--- src/rtl/arb_pkg.sv ---
// Shared types and sizes for the 4-requester round-robin arbiter/mux.
// Holds the two-state FSM encoding and the requester/index/counter widths
// used by rr_pick4 and rr_arb_mux_4.
package arb_pkg;

  localparam int NUM_REQ = 4;
  localparam int SEL_W   = 2;
  localparam int CNT_W   = 16;

  typedef enum logic {
    IDLE  = 1'b0,
    GRANT = 1'b1
  } state_t;

endpackage

--- src/rtl/rr_pick4.sv ---
// Round-robin winner search over four request bits.
// Ports: req_vec (4 request bits), start (highest-priority index),
//        win (first set bit at or after start, wrapping), any (req_vec != 0).
module rr_pick4
  import arb_pkg::*;
(
  input  logic [NUM_REQ-1:0] req_vec,
  input  logic [SEL_W-1:0]   start,
  output logic [SEL_W-1:0]   win,
  output logic               any
);

  logic [SEL_W-1:0] idx;

  // Walk priorities from lowest to highest so the last hit is the nearest
  // set bit to start. idx is SEL_W wide, so start+k wraps mod 4 for free.
  always_comb begin
    win = start;
    idx = start;
    any = |req_vec;
    for (int k = NUM_REQ - 1; k >= 0; k--) begin
      idx = start + SEL_W'(k);
      if (req_vec[idx]) begin
        win = idx;
      end
    end
  end

endmodule

--- src/rtl/rr_arb_mux_4.sv ---
// Four-way round-robin arbiter with shared 4:1 data path and transfer counter.
// Ports: clk/reset (async active-high); req/din0..din3 from requesters;
//        ack one-hot pulse on transfer; out_data/out_valid/out_ready
//        downstream handshake; sel current grant index; xfer_count transfers.
module rr_arb_mux_4
  import arb_pkg::*;
#(
  parameter int WIDTH = 8
) (
  input  logic                 clk,
  input  logic                 reset,
  input  logic [NUM_REQ-1:0]   req,
  input  logic [WIDTH-1:0]     din0,
  input  logic [WIDTH-1:0]     din1,
  input  logic [WIDTH-1:0]     din2,
  input  logic [WIDTH-1:0]     din3,
  output logic [NUM_REQ-1:0]   ack,
  output logic [WIDTH-1:0]     out_data,
  output logic                 out_valid,
  input  logic                 out_ready,
  output logic [SEL_W-1:0]     sel,
  output logic [CNT_W-1:0]     xfer_count
);

  state_t             state, state_nxt;
  logic [SEL_W-1:0]   ptr, ptr_nxt;
  logic [SEL_W-1:0]   sel_nxt;
  logic [CNT_W-1:0]   cnt_nxt;
  logic [NUM_REQ-1:0] req_rest;
  logic [NUM_REQ-1:0] pick_req;
  logic [SEL_W-1:0]   pick_start;
  logic [SEL_W-1:0]   pick_win;
  logic               pick_any;
  logic               xfer;

  // Shared data path: pure combinational select, so sel changes show up
  // on out_data in the same cycle.
  always_comb begin
    case (sel)
      2'd0:    out_data = din0;
      2'd1:    out_data = din1;
      2'd2:    out_data = din2;
      default: out_data = din3;
    endcase
  end

  assign out_valid = (state == GRANT) && req[sel];
  assign xfer      = out_valid && out_ready;
  assign ack       = xfer ? (NUM_REQ'(1) << sel) : '0;

  // Requests other than the one being served, used to chain straight into
  // the next grant without an idle cycle.
  assign req_rest = req & ~(NUM_REQ'(1) << sel);

  // One search serves both states: from IDLE it scans all requests from
  // ptr; in GRANT it scans the remaining requests starting just after sel.
  assign pick_req   = (state == IDLE) ? req : req_rest;
  assign pick_start = (state == IDLE) ? ptr : sel + SEL_W'(1);

  rr_pick4 u_pick (
    .req_vec (pick_req),
    .start   (pick_start),
    .win     (pick_win),
    .any     (pick_any)
  );

  always_ff @(posedge clk or posedge reset) begin
    if (reset) begin
      state      <= IDLE;
      sel        <= '0;
      ptr        <= '0;
      xfer_count <= '0;
    end else begin
      state      <= state_nxt;
      sel        <= sel_nxt;
      ptr        <= ptr_nxt;
      xfer_count <= cnt_nxt;
    end
  end

  always_comb begin
    state_nxt = state;
    sel_nxt   = sel;
    ptr_nxt   = ptr;
    cnt_nxt   = xfer_count;
    case (state)
      IDLE: begin
        if (pick_any) begin
          state_nxt = GRANT;
          sel_nxt   = pick_win;
        end
      end
      GRANT: begin
        if (xfer) begin
          ptr_nxt = sel + SEL_W'(1);
          cnt_nxt = xfer_count + CNT_W'(1);
          if (pick_any) begin
            sel_nxt = pick_win;
          end else begin
            state_nxt = IDLE;
          end
        end else if (!req[sel]) begin
          // Requester withdrew before being served: drop the grant quietly.
          state_nxt = IDLE;
        end
        // Otherwise the grant is stalled by out_ready=0 and everything holds.
      end
      default: begin
        state_nxt = IDLE;
      end
    endcase
  end

endmodule

--- config.mk ---
export PLATFORM = sky130hd
export DESIGN_NAME = rr_arb_mux_4
export DESIGN_NICKNAME = d
export VERILOG_FILES = /design/src/rtl/arb_pkg.sv /design/src/rtl/rr_pick4.sv /design/src/rtl/rr_arb_mux_4.sv
export SDC_FILE = /design/constraint.sdc
export NUM_CORES = 1
export LEC_CHECK = 0
export ABC_CLOCK_PERIOD_IN_PS = 5050
export BUFFER_PORTS_ARGS = -buffer_cell sky130_fd_sc_hd__buf_4
export CAP_MARGIN = 10
export CORE_MARGIN = 2
export CORE_UTILIZATION = 50
export DETAILED_ROUTE_END_ITERATION = 12
export GPL_TIMING_DRIVEN = 1
export PLACE_DENSITY_LB_ADDON = 0.12
export SYNTH_ARGS = -nofsm -noshare
export SYNTH_HDL_FRONTEND = slang
export SYNTH_SLANG_ARGS = --single-unit
--- constraint.sdc ---
create_clock -name clk -period 5.05 [get_ports clk]
set_input_delay 0.7575 -clock clk [delete_from_list [all_inputs] [get_ports clk]]
set_output_delay 0.7575 -clock clk [all_outputs]
set_load 0.03 [all_outputs]
==> flow_summary.json <==
{
  "power_density_nw_per_um2": 521,
  "violations": "design-rule violations",
  "clk_pin_slew_ns": 0.11,
  "grt_pass1_wl_um": 6330,
  "ys_types": 39,
  "worstSetupStartpoint": "sel[0]",
  "grt_pass1_vias": 1461,
  "gp_congestion": 0.825,
  "postCtsSetupBuffers": 0,
  "synth_warnings": 0,
  "hold-worst-slack_ns": 0.472,
  "hp-start": "xfer_count[15]",
  "r2r_start": "sel[0]",
  "syn_avg_cell_area_sq_um": 9.81,
  "min_period_ns": 2.81,
  "skew_ns": 0.00296,
  "synth_top_area_share_pct": 34.8,
  "drt_iter0_drc": 92,
  "cts_max_level": 1,
  "firstDrtPassIters": 9,
  "ys_seq_area_share_pct": 34.8,
  "io_buffers": 69,
  "hold_buffers": 0,
  "cts_tree": "yes",
  "final_cell_mix": "buf_4 (69), dfrtp_1 (21), inv_1 (15)",
  "initial_core_util_pct": 53.9,
  "run_status": "complete, but fails checks",
  "worst_setup_path_end_kind": "output pin",
  "synth_top_area_cell": "dfrtp_1",
  "tns_ns": 0,
  "yosys_register_bits": 21,
  "coreArea_sq_um": 2810,
  "synthToLayoutAreaGrowth_pct": 36.3,
  "hold_violations": 0,
  "tightestPinTransition_ns": 0.761,
  "synth_area_leaders": "dfrtp_1 (35%), mux2i_1 (6.0%), ha_1 (5.8%)",
  "place_hpwl_um": 2970,
  "synth_area_sq_um": 1510,
  "grt.total_usage_pct": 23.5,
  "final_cell_area_sq_um": 2060,
  "grt_antenna_before_repair": 0,
  "clockBufferDepth": 2,
  "clock_latency_ns": 0.30,
  "clock.fmax_ghz": 0.355,
  "grt_max_degree": 22,
  "critPathRequiredTime_ns": 4.29,
  "antenna_cells": 0,
  "vias": 1456,
  "die_w_um": 59.0,
  "ctsResizeCount": 0,
  "crit_fanout": 10,
  "peakVddDrop_mv": 0.368,
  "synth_cells": 154,
  "die-area_sq_um": 3480,
  "cts.sink_count": 21,
  "cap_viol_max_count": 0,
  "pre_cts_ws_ns": 2.41,
  "via_per_inst": 5.80,
  "power_leakage_nw": 1.07,
  "num-fill-cells": 215,
  "io_pins": 70,
  "hp-class": "flop to flop",
  "syn_nets": 200,
  "wl_per_cell_um": 15.3,
  "maxSlewViolCount": 0,
  "worst_setup_path_start_kind": "flop",
  "die_h_um": 59.0,
  "root_buffer": "clkbuf_4",
  "final_common_cell": "buf_4",
  "layout_setup_ws_ns": 2.24,
  "fin_nets": 267,
  "drc_errors": 2,
  "rsz0062_at_grt": "false",
  "routed_wirelength_um": 3840,
  "setup_viol": 0,
  "cts_buffers": 3,
  "overflow": 0,
  "final_antenna_net_count": 0,
  "path_class": "flop to output pin",
  "relSlewSlack_pct": 49.2,
  "rows": 19,
  "cp.arrival_ns": 2.06,
  "period_share_pct": 55.7,
  "place_area_sq_um": 2030,
  "drive_gt1_share_pct": 39.1
}
-- area by class of cell --
| type | instances | area, sq um | area share [%] |
|---|---|---|---|
| clock inverters | 1 | 5.00 | 0.243 |
| well taps | 31 | 38.8 | 1.88 |
| inverters | 15 | 56.3 | 2.73 |
| repair buffers | 69 | 518 | 25.1 |
| multi-input cells | 111 | 895 | 43.4 |
| flip-flops and latches | 21 | 526 | 25.5 |
| clock buffers | 3 | 22.5 | 1.09 |
-- worst paths after layout --
kind	slack, ns	end	cells after the start
setup / recovery	2.24	out_data[1]	5
hold / removal	0.47	xfer_count[15]	1
setup reg to reg	2.74	sel[0]	5
hold reg to reg	0.47	xfer_count[15]	1
max in group asynchronous	4.00	xfer_count[1]	2
min in group asynchronous	0.58	xfer_count[12]	2
-- synthesized netlist by cell type --
cell	instances
o41ai_2	1
and3b_1	1
mux2i_1	9
xnor2_1	7
a222oi_1	8
nor4_2	2
or2_2	2
nor2_1	7
nor2b_1	4
xor2_1	8
and2_4	1
a21oi_1	4
o41ai_1	1
buf_2	1
and4_1	2
o31ai_1	2
nand3_1	4
ha_1	7
o211ai_1	2
nand4_1	4
o2bb2ai_1	1
dfrtp_1	21
nand2_1	5
a21boi_0	3
and3_1	7
mux4_2	1
a221oi_1	1
mux2_2	1
o21a_1	1
clkbuf_1	5
a21bo_2	2
nor4_1	2
buf_6	1
mux2_4	2
o21ai_0	2
nand3_2	1
inv_1	15
and2_1	4
nor3_1	2
-- cell families after synthesis --
| logic type | synth area share [%] |
|---|---|
| mux | 10.2 |
| buf+inv | 6.04 |
| fa+ha+maj | 5.79 |
| compound gates | 15.4 |
| simple gates | 19.1 |
| xor+xnor | 8.69 |
| flops | 34.8 |
-- critical path, cell delays in order, from the launching register on --
cell	delay (ns)
dfrtp_1	0.54
inv_1	0.14
ha_1	0.34
a222oi_1	0.40
mux2i_1	0.13
buf_4	0.20
-- state kept, by name, indices dropped and copies added (netlist names) --
register	cells
ptr	2
state	1
xfer_count	16
sel	2
-- per-layer routing --
layer	track usage [%]	up-vias	wire length, um
met4	10.1	0	82
met1	27.4	685	1510
met2	43.2	71	2000
met3	2.40	9	250
met5	0	-	0
li1	-	691	-
-- through the flow --
stage	util (%)	cells	power, mW
after floorplan	-	154	0.765
after global placement	72.5	247	0.974
after detailed placement	72.5	247	0.992
after CTS	73.5	251	1.08
after global routing	73.5	251	1.14
final	73.5	251	1.07
-- power breakdown --
group	internal [mW]	switching, mW	total [mW]	leakage [nW]
sequential	0.209	0.0660	0.275	0.259
clock	0.0296	0.0493	0.0789	0.0177
combinational	0.302	0.418	0.721	0.791
(Power assumes the default switching activity.)
